===== src/rtl/inst_fetch_buf.sv =====
// Fetch unit: owns the PC, fetches from inst_rom into a prefetch FIFO and hands {pc, inst} to ID.
// Latency: a word fetched in cycle N is at the head in cycle N+1. Stall holds the head and fetch stops when full.
// Optional macro FETCH_ALIGN_CHK_EN: word-align branch targets and pulse fetch_err_o on a misaligned target.
module inst_fetch_buf #(
  parameter int          DEPTH    = 4,
  parameter logic [31:0] RESET_PC = 32'h0000_0000
) (
  input  logic        clk,
  input  logic        rst_n,
  output logic        rom_ce_o,
  output logic [31:0] rom_addr_o,
  input  logic [31:0] rom_data_i,
  input  logic        stall_i,
  input  logic        branch_flag_i,
  input  logic [31:0] branch_target_i,
  output logic        id_valid_o,
  output logic [31:0] id_pc_o,
  output logic [31:0] id_inst_o,
  output logic        fetch_err_o
);

  localparam int AW = $clog2(DEPTH);
  localparam logic [AW:0] FULL_CNT = (AW+1)'(DEPTH);

  typedef struct packed {
    logic [31:0] pc;
    logic [31:0] inst;
  } entry_t;

  entry_t        mem [DEPTH];
  logic [31:0]   pc_q;
  logic          ce_q;
  logic [AW:0]   count;
  logic [AW-1:0] rd_ptr;
  logic [AW-1:0] wr_ptr;
  logic          pop;
  logic          push;
  logic [31:0]   target;

  assign pop      = id_valid_o & ~stall_i;
  // A full FIFO may still push when the head leaves in the same cycle.
  assign push     = ce_q & ~branch_flag_i & ((count < FULL_CNT) | pop);
  assign rom_ce_o = push;
  assign rom_addr_o = pc_q;

`ifdef FETCH_ALIGN_CHK_EN
  logic err_q;
  assign target = {branch_target_i[31:2], 2'b00};

  always_ff @(posedge clk or negedge rst_n) begin
    if (!rst_n) err_q <= 1'b0;
    else        err_q <= branch_flag_i & (|branch_target_i[1:0]);
  end
  assign fetch_err_o = err_q;
`else
  assign target      = branch_target_i;
  assign fetch_err_o = 1'b0;
`endif

  always_ff @(posedge clk or negedge rst_n) begin
    if (!rst_n) begin
      pc_q   <= RESET_PC;
      ce_q   <= 1'b0;
      count  <= '0;
      rd_ptr <= '0;
      wr_ptr <= '0;
    end else begin
      ce_q <= 1'b1;
      if (branch_flag_i) begin
        pc_q   <= target;
        count  <= '0;
        rd_ptr <= '0;
        wr_ptr <= '0;
      end else begin
        if (push) begin
          pc_q   <= pc_q + 32'd4;
          wr_ptr <= wr_ptr + AW'(1);
        end
        if (pop) rd_ptr <= rd_ptr + AW'(1);
        case ({push, pop})
          2'b10:   count <= count + (AW+1)'(1);
          2'b01:   count <= count - (AW+1)'(1);
          default: count <= count;
        endcase
      end
    end
  end

  // Storage is not reset; empty-state outputs are masked below.
  always_ff @(posedge clk) begin
    if (push) mem[wr_ptr] <= '{pc: pc_q, inst: rom_data_i};
  end

  assign id_valid_o = (count != '0);
  assign id_pc_o    = id_valid_o ? mem[rd_ptr].pc   : 32'h0;
  assign id_inst_o  = id_valid_o ? mem[rd_ptr].inst : 32'h0;

endmodule


===== config.mk =====
export PLATFORM = sky130hd
export DESIGN_NAME = inst_fetch_buf
export DESIGN_NICKNAME = d
export VERILOG_FILES = /design/src/rtl/inst_fetch_buf.sv
export SDC_FILE = /design/constraint.sdc
export NUM_CORES = 1
export LEC_CHECK = 0
export ABC_AREA = 1
export BUFFER_PORTS_ARGS = -buffer_cell sky130_fd_sc_hd__buf_2
export CORE_AREA = 8 8 159 199
export CTS_CLUSTER_DIAMETER = 60
export DETAILED_ROUTE_END_ITERATION = 16
export DIE_AREA = 0 0 167 207
export HOLD_SLACK_MARGIN = 0.12
export PLACE_DENSITY = 0.74
export RECOVER_POWER = 100
export SYNTH_ARGS = -nofsm -noshare
export SYNTH_HDL_FRONTEND = slang
export SYNTH_SLANG_ARGS = --single-unit

===== constraint.sdc =====
create_clock -name clk -period 3.8 [get_ports clk]
set_input_delay 0.76 -clock clk [delete_from_list [all_inputs] [get_ports clk]]
set_output_delay 0.76 -clock clk [all_outputs]
set_load 0.02 [all_outputs]

==> impl_metrics.ini, run 1 <==
[outcome]
status = complete, but fails checks
violations = capacitance limit, slew limit

[synthesis]
synth_xor_xnor_area_share = 0.004863
yosysWarnings = 0
synth_ff_type = edfxtp_1
synthAdderAreaFrac = 0.006550
netlist.area_leader.share = 0.6098
synth_top_family_by_area = simple AND/OR/NAND/NOR gates
avgSynthCellArea_um2 = 10.82
synth.most_common_cell = nor2_1
async_flop_share = 0.1351
ys_seq_area_frac = 0.6892
synth_cell_types = 33
syn-cell-area_um2 = 12610
synth_edf_count = 256
synthTopCellsByArea = edfxtp_1 61%, nor2_1 8.6%, dfrtp_1 7.9%
synth.top_cells.by_count = 290 x nor2_1, 256 x edfxtp_1, 149 x nand2_1
ys_seq_elements = 296
syn_nets = 1239
yosysTopAreaCell = edfxtp_1
synthCells = 1165
muxShareOfSynthArea = 0
yosys.area_share.simple = 0.1669
synth_compound_area_frac = 0.09389

[layout]
antenna_cells = 0
area_growth_pct = 15.63
nNetsFinal = 1395
drive_gt1_frac = 0.09456
final_util = 0.5090

[floorplanning]
core_area_um2 = 28640
die-area_um2 = 34570
fp.dieH_um = 207
die_w_um = 167
rows = 70
ioPinCount = 167
start_util = 0.4402

[worst_setup_path]
crit_path_start = rd_ptr[0]
path_max_fanout = 80
reg2regPathDepth = 4
path_class = register to output port
reg2reg_setup_slack_ps = 770
reg2reg_from = count[2]
cp-end-kind = output port
crit_required_ps = 3040
worstSetupStartpointType = register
r2r_end = mem[3][58]
cp_data_arrival_time_ps = 2760

[sta]
final.min_clock_period_ps = 3516
timing.setup.tns_ps = 0
rsz0062_at_grt = no
fmax_mhz = 284.4
setup_viol = 0
hold_violations = 0
clock_skew_ps = 8.041
tightest_slew_ps = 2286
whs_ps = 447.1
fin_ws_ps = 284.1
slew_headroom = -0.5240
slew_violations = 152
period_share = 0.9252

[route]
vias_per_cell = 5.279
post_drt_wl_per_cell_um = 17.88
routed_wl_mm = 30.45
drt_iter0_drc = 467
drt_first_pass_iters = 5
ant_nets = 0
vias = 8990
drc = 0

[clock_network]
clk_latency_ps = 520
clk_pin_slew_ps = 60
cts_buffers = 29
cts_root_buffer = clkbuf_16
cts.sinks = 296
clk_path_buf_depth = 3
htree_levels = 1
ctsHoldBuffers = 0
postCtsSetupBuffers = 0
cts_tree = built
cts_resized = 0

[placement]
hpwl_mm = 19.34
place_ws_ps = 892.8
routabilityCongestion = 0.8496
port_buffers = 165

[global_routing]
grt_start_max_net_pins = 81
overflow = 0
grt_pass1_wl_mm = 49.50
grt_usage = 0.1765
antenna_found_initial = 0
first_global_vias = 9615

[min_path]
hold_end = rom_addr_o[11]
hp-start = branch_target_i[11]
min_path_type = input port to register
whs_path_depth = 3

[pwr]
power_uw = 9182
peakVddDrop_v = 0.0003482
cellLeakagePower_uw = 0.005295
power_density_nw_per_um2 = 629.8

[job]
cap_violations = 5
per-layer routing:
metal | share of wire | up-vias | routed length [um] | GRT usage
met4 | 0.021 | 0 | 641 | 0.05945
met1 | 0.40 | 4365 | 12320 | 0.2041
li1 | - | 4295 | - | -
met3 | 0.051 | 49 | 1538 | 0.02511
met5 | 0 | - | 0 | 0
met2 | 0.52 | 281 | 15960 | 0.3278
worst max-delay path: stages, from the launching register on:
cell      delay (ps)
dfrtp_4          730
clkinv_2         120
buf_4            550
o21ai_0          190
a21oi_1          280
clkbuf_1         270
power by group:
| group | internal, uW | switching [uW] |
|---|---|---|
| Sequential | 3760 | 234 |
| Clock | 1650 | 1180 |
| Combinational | 610 | 1750 |
stage by stage:
stage,instance area (um2),cells
after floorplan,12610,1165
after global placement,13830,1650
after detailed placement,13830,1650
after CTS,14790,1703
after global routing,14580,1703
final,14580,1703
flip-flops by register name, indices dropped and copies added, names as in the netlist:
signal	cells
ce_q	1
count	3
mem	256
rd_ptr	2
rom_addr_o	32
wr_ptr	2
logic make-up after synthesis:
family / Yosys count
other cells: 2
fa+ha+maj: 6
buf+inv: 114
xor+xnor: 7
compound gates: 229
flops: 296
simple gates: 511
placed cells by master (no fill, tap or decap), drive strengths merged:
master and count:
nor2 301, edfxtp 256, clkbuf 171, nand2 155, o21ai 147, a21oi 67
inv 56, nand3 50, buf 43, dfrtp 40, clkinv 17, o21bai 10
xor2 6, ha 5, nand4 3, o211ai 3, bufinv 3, and2 2
conb 2, clkinvlp 2, xnor2 1, o311ai 1, a31oi 1, fa 1
worst max path at each step:
stage          depth (start not counted)          end
3_3_place_gp                           5  id_pc_o[23]
5_1_grt                                5  id_pc_o[22]
2_1_floorplan                          4    mem[0][0]
4_1_cts                                5  id_pc_o[20]
3_5_place_dp                           5  id_pc_o[20]
6_report                               5  id_pc_o[23]
cell type report:
cell class / instances / area, um2
clock inverters: 22 / 209.0
inverters: 56 / 212.7
flip-flops and latches: 296 / 8693
repair buffers: 183 / 802.0
well taps: 360 / 450.4
clock buffers: 31 / 753.2
fillers: 2547 / 14060
multi-input cells: 755 / 3457
Power figures use the tool's default switching activity.
==> inputs of run 2 (changes only) <==
--- a/config.mk
+++ b/config.mk
@@ -11,8 +11,9 @@
 export CTS_CLUSTER_DIAMETER = 60
 export DETAILED_ROUTE_END_ITERATION = 16
 export DIE_AREA = 0 0 167 207
+export GPL_TIMING_DRIVEN = 0
 export HOLD_SLACK_MARGIN = 0.12
-export PLACE_DENSITY = 0.74
+export PLACE_DENSITY = 0.71
 export RECOVER_POWER = 100
 export SYNTH_ARGS = -nofsm -noshare
 export SYNTH_HDL_FRONTEND = slang
==> constraint.sdc (replaced) <==
create_clock -name clk -period 3.6 [get_ports clk]
set_input_delay 0.72 -clock clk [delete_from_list [all_inputs] [get_ports clk]]
set_output_delay 0.72 -clock clk [all_outputs]
set_load 0.02 [all_outputs]
==> run 2 against run 1 <==
The flow still finishes with violations (capacitance limit, slew limit). Combinational power is 14% higher. Total power grew 7.4%. First-iteration DRC count increased by 22%. Sequential share of layout area down 0.38 points. Design area up 0.58%.
==> impl_metrics.ini, run 2 (synthesis gave the netlist of run 1 again) <==
[outcome]
status = complete, but fails checks
violations = capacitance limit, slew limit

[worst_setup_path]
cp-end-kind = register
crit_required_ps = 3770
r2r_end = mem[3][10]
path_class = input port to register
max_stage_delay_ps = 870
reg2reg_setup_slack_ps = 480
reg2reg_from = count[2]
path_buf_inv = 4
crit_top_cell = clkbuf_1
reg2regPathDepth = 5
crit_family = buffers and inverters
path_max_fanout = 29
cp_data_arrival_time_ps = 3450
worstSetupStartpointType = input port
path_cells = clkbuf_1 > inv_1 > nand3_1 > clkbuf_1 > nor2_2 > clkbuf_2
critPathSlowestCell = nor2_2

[clock_network]
cts_buffers = 29
cts_tree = built
cts_resized = 0
ctsHoldBuffers = 0
clk_pin_slew_ps = 60
htree_levels = 1
postCtsSetupBuffers = 0
cts.sinks = 296
clk_latency_ps = 560
clk_path_buf_depth = 3
cts_root_buffer = clkbuf_16

[global_routing]
grt_pass1_wl_mm = 50.65
overflow = 0
first_global_vias = 9266
grt_usage = 0.1846
antenna_found_initial = 0
grt_start_max_net_pins = 41

[pwr]
combPwrFrac = 0.273
power_uw = 9861
peakVddDrop_v = 0.0003306
power_density_nw_per_um2 = 672.5
p_int_uw = 6381
power_frac_seq = 0.421
cellLeakagePower_uw = 0.005385
sw_frac_of_total = 0.3529
p_clk_frac = 0.306
p_sw_uw = 3480

[layout]
antenna_cells = 0
nNetsFinal = 1443
multiInputGateArea_um2 = 3407
regMostFlops = mem
area_growth_pct = 16.31
drive_gt1_frac = 0.09346
largest_reg_flops = 256
regArea_um2 = 8688
fillCellCount = 2518
final_common_cell = nor2_1
mostFrequentLayoutCells = 292 x nor2_1, 256 x edfxtp_1, 160 x clkbuf_1
fin_cells = 1751

[sta]
fin_ws_ps = 319.2
final.min_clock_period_ps = 3281
clock_skew_ps = 13.16
hold_violations = 0
slew_violations = 41
period_share = 0.9113
slew_headroom = -0.5609
setup_viol = 0
tightest_slew_ps = 2341
rsz0062_at_grt = no
fmax_mhz = 304.8
whs_ps = 376.1

[floorplanning]
fp.dieH_um = 207
die-area_um2 = 34570
die_w_um = 167
ioPinCount = 167
rows = 70
core_area_um2 = 28640
start_util = 0.4402

[placement]
port_buffers = 165
hpwl_mm = 22.01
routabilityCongestion = 0.8379
dp.cells = 1698
place_ws_ps = 950.7

[route]
routed.top_layer = met4
ant_nets = 0
drc = 0
dr_wl_met2_mm = 16.59
drt_iter0_drc = 568
post_drt_wl_per_cell_um = 18.48
routed_wl_mm = 32.36
wl_met1_mm = 13.51
vias = 9081
vias_per_cell = 5.186
routed-wl-met3_mm = 1.410
drt_first_pass_iters = 5

[min_path]
hp-start = branch_target_i[0]
min_path_type = input port to register
hold_end = rom_addr_o[0]
whs_path_depth = 3

[job]
cap_violations = 1
## run 2: cell types whose count changed in the layout (fill, tap and decap cells not counted), sizes merged
cell      before  now
clkbuf       171  199
buf           43   70
clkinvlp       2    1
clkinv        17   11
## run 2: power groups by stage
stage / combinational [uW] / clock [uW] / sequential [uW]
2_1_floorplan: 1690 / 0 / 4230
3_3_place_gp: 2800 / 0 / 4230
3_5_place_dp: 2860 / 0 / 4220
4_1_cts: 2880 / 3060 / 4150
5_1_grt: 2970 / 3200 / 4180
6_report: 2690 / 3010 / 4150
## run 2: worst max-delay path by stage
stage                        from           to  slack, ps  cells after the start
finish              branch_flag_i   mem[3][10]        320                      6
global route             count[2]  id_pc_o[14]        120                      6
global placement    branch_flag_i    mem[1][8]      -2960                      5
detailed placement  branch_flag_i     rom_ce_o        950                      7
CTS                     rd_ptr[0]  id_pc_o[14]        370                      6
floorplan           branch_flag_i    mem[0][0]       -650                      4
## run 2: metrics by stage
step	area (um2)	utilization	setup TNS [ps]
after floorplan	12610	-	-165460
after global placement	13880	0.4848	-747020
after detailed placement	14090	0.4919	0
after CTS	15030	0.5249	0
after global routing	14660	0.5120	0
final	14660	0.5120	0
## run 2: area by class of cell
class,count,area share
Sequential cell,296,0.5925
Multi-Input combinational cell,755,0.2324
Clock buffer,38,0.05316
Timing Repair Buffer,173,0.04830
Tap cell,360,0.03072
Buffer,58,0.01715
Inverter,56,0.01451
Clock inverter,15,0.01126
## run 2: per-layer routing
layer,vias to the layer above,track usage
met5,-,0
met4,0,0.06287
met2,255,0.3286
met3,49,0.02340
met1,4380,0.2274
li1,4397,-
## run 2: worst register-to-register path: stages, from the launching register on
cell and delay [ps]:
dfrtp_1 420, nand2_1 150, nand3_1 150, clkbuf_1 320
nor2_2 870, clkbuf_2 820
==> inputs of run 3 (changes only) <==
--- a/config.mk
+++ b/config.mk
@@ -13,8 +13,9 @@
 export DIE_AREA = 0 0 167 207
 export GPL_TIMING_DRIVEN = 0
 export HOLD_SLACK_MARGIN = 0.12
-export PLACE_DENSITY = 0.71
+export PLACE_DENSITY = 0.66
 export RECOVER_POWER = 100
+export SKIP_CTS_REPAIR_TIMING = 1
 export SYNTH_ARGS = -nofsm -noshare
 export SYNTH_HDL_FRONTEND = slang
 export SYNTH_SLANG_ARGS = --single-unit
==> constraint.sdc (replaced) <==
create_clock -name clk -period 3.7 [get_ports clk]
set_input_delay 0.74 -clock clk [delete_from_list [all_inputs] [get_ports clk]]
set_output_delay 0.74 -clock clk [all_outputs]
set_load 0.02 [all_outputs]
==> run 3 against run 2 <==
The run still ends with capacitance limit, slew limit left. Total power down 2.7%. Count of clock-buffer cells in the layout increased by 3. Wire length fell by 0.36%. Cell count unchanged. Setup slack better by 120 ps. Worst hold slack better by 29 ps. Sequential power down 3%. Sequential share of layout area down 0.44 points. Clock power is 3% lower. Critical endpoint is now id_pc_o[14]. Highest routed layer unchanged.
==> impl_metrics.ini, run 3 (synthesis gave the netlist of run 1 again) <==
[sta]
rsz0062_at_grt = no
fmax_mhz = 306.8
period_share = 0.8808
tightest_slew_ps = 2421
hold_violations = 0
timing.setup.tns_ps = 0
setup_viol = 0
final.min_clock_period_ps = 3259
clock_skew_ps = 9.230
slew_violations = 54
whs_ps = 404.7
slew_headroom = -0.6141

[placement]
port_buffers = 165
hpwl_mm = 21.81
dp.cells = 1698
routabilityCongestion = 0.8317

[layout]
area_growth_pct = 17.17
nNetsFinal = 1443
regMostFlops = mem
final_util = 0.5158
final_common_cell = nor2_1
drive_gt1_frac = 0.09274
largest_reg_flops = 256
fillCellCount = 2571
mostFrequentLayoutCells = 290 x nor2_1, 256 x edfxtp_1, 163 x clkbuf_1
fin_cells = 1751
antenna_cells = 0

[worst_setup_path]
max_stage_delay_ps = 480
cp-end-kind = output port
critPathSlowestCell = clkbuf_1
crit_family = buffers and inverters
path_max_fanout = 10
crit_top_cell = clkbuf_1
cp_data_arrival_time_ps = 2520
path_class = register to output port
path_buf_inv = 3
path_cells = nor2_1 > nand2_1 > inv_1 > clkbuf_1 > a21oi_1 > clkbuf_1
worstSetupStartpointType = register
crit_required_ps = 2960

[route]
vias = 9045
drc = 0
drt_first_pass_iters = 5
post_drt_wl_per_cell_um = 18.41
ant_nets = 0
vias_per_cell = 5.166
routed_wl_mm = 32.24
drt_iter0_drc = 484

[pwr]
cellLeakagePower_uw = 0.005407
power_density_nw_per_um2 = 649.3
peakVddDrop_v = 0.0003691

[outcome]
violations = capacitance limit, slew limit
status = complete, but fails checks

[floorplanning]
die-area_um2 = 34570
fp.dieH_um = 207
core_area_um2 = 28640
start_util = 0.4402
ioPinCount = 167
rows = 70
die_w_um = 167

[min_path]
min_path_type = input port to register

[clock_network]
cts_root_buffer = clkbuf_16
clk_latency_ps = 540
htree_levels = 1
cts_buffers = 29
cts_tree = built
cts.sinks = 296
clk_path_buf_depth = 3
clk_pin_slew_ps = 60

[job]
cap_violations = 2

[global_routing]
antenna_found_initial = 0
overflow = 0
first_global_vias = 9090
grt_start_max_net_pins = 41
grt_pass1_wl_mm = 49.79
grt_usage = 0.1803
run 3: cell types whose count changed in the layout (fill, tap and decap cells not counted), moves of 2 or more:
cell	change
clkinv_1	+2
clkbuf_1	+3
clkinv_4	-4
nor2_4	+3
buf_12	+6
clkinv_2	-2
clkbuf_2	-6
nor2_1	-2
run 3: worst paths after layout:
path	to	slack, ps	start	cells after the start
setup / recovery	id_pc_o[14]	440	count[2]	6
hold / removal	rom_addr_o[0]	400	branch_target_i[0]	3
setup reg to reg	mem[0][9]	700	count[2]	6
hold reg to reg	count[2]	560	count[2]	2
max in group asynchronous	rom_addr_o[30]	1380	rst_n	1
min in group asynchronous	rom_addr_o[2]	930	rst_n	1
run 3: worst min-delay path, stage by stage:
cell and delay [ps]:
buf_2 80, nand2_1 40, nand2_1 50
run 3: cell type report:
class | instances | area, um2 | area share
Clock inverter | 12 | 136.4 | 0.009233
Tap cell | 360 | 450.4 | 0.03049
Buffer | 58 | 252.7 | 0.01711
Clock buffer | 41 | 800.8 | 0.05421
Timing Repair Buffer | 173 | 795.8 | 0.05387
Multi-Input combinational cell | 755 | 3435 | 0.2325
Inverter | 56 | 212.7 | 0.01440
Sequential cell | 296 | 8688 | 0.5882
run 3: power breakdown:
group | internal [uW] | total [uW] | switching [uW]
registers | 3860 | 4040 | 178
logic | 659 | 2640 | 1980
clock network | 1710 | 2920 | 1210
run 3: layer usage:
layer	track usage	routed length, um	up-vias
met5	0	0	-
met4	0.05789	955	0
met3	0.02892	1533	68
met2	0.3201	16160	248
met1	0.2205	13590	4333
li1	-	-	4396
run 3: through the flow:
stage / setup slack (ps) / power (uW) / instance area (um2)
3_5_place_dp: 944.8 / 6902 / 14070
6_report: 441.0 / 9591 / 14770
3_3_place_gp: -2925 / 6846 / 13880
5_1_grt: 247.1 / 10050 / 14770
4_1_cts: 484.9 / 9807 / 15010
2_1_floorplan: -566.3 / 5757 / 12610
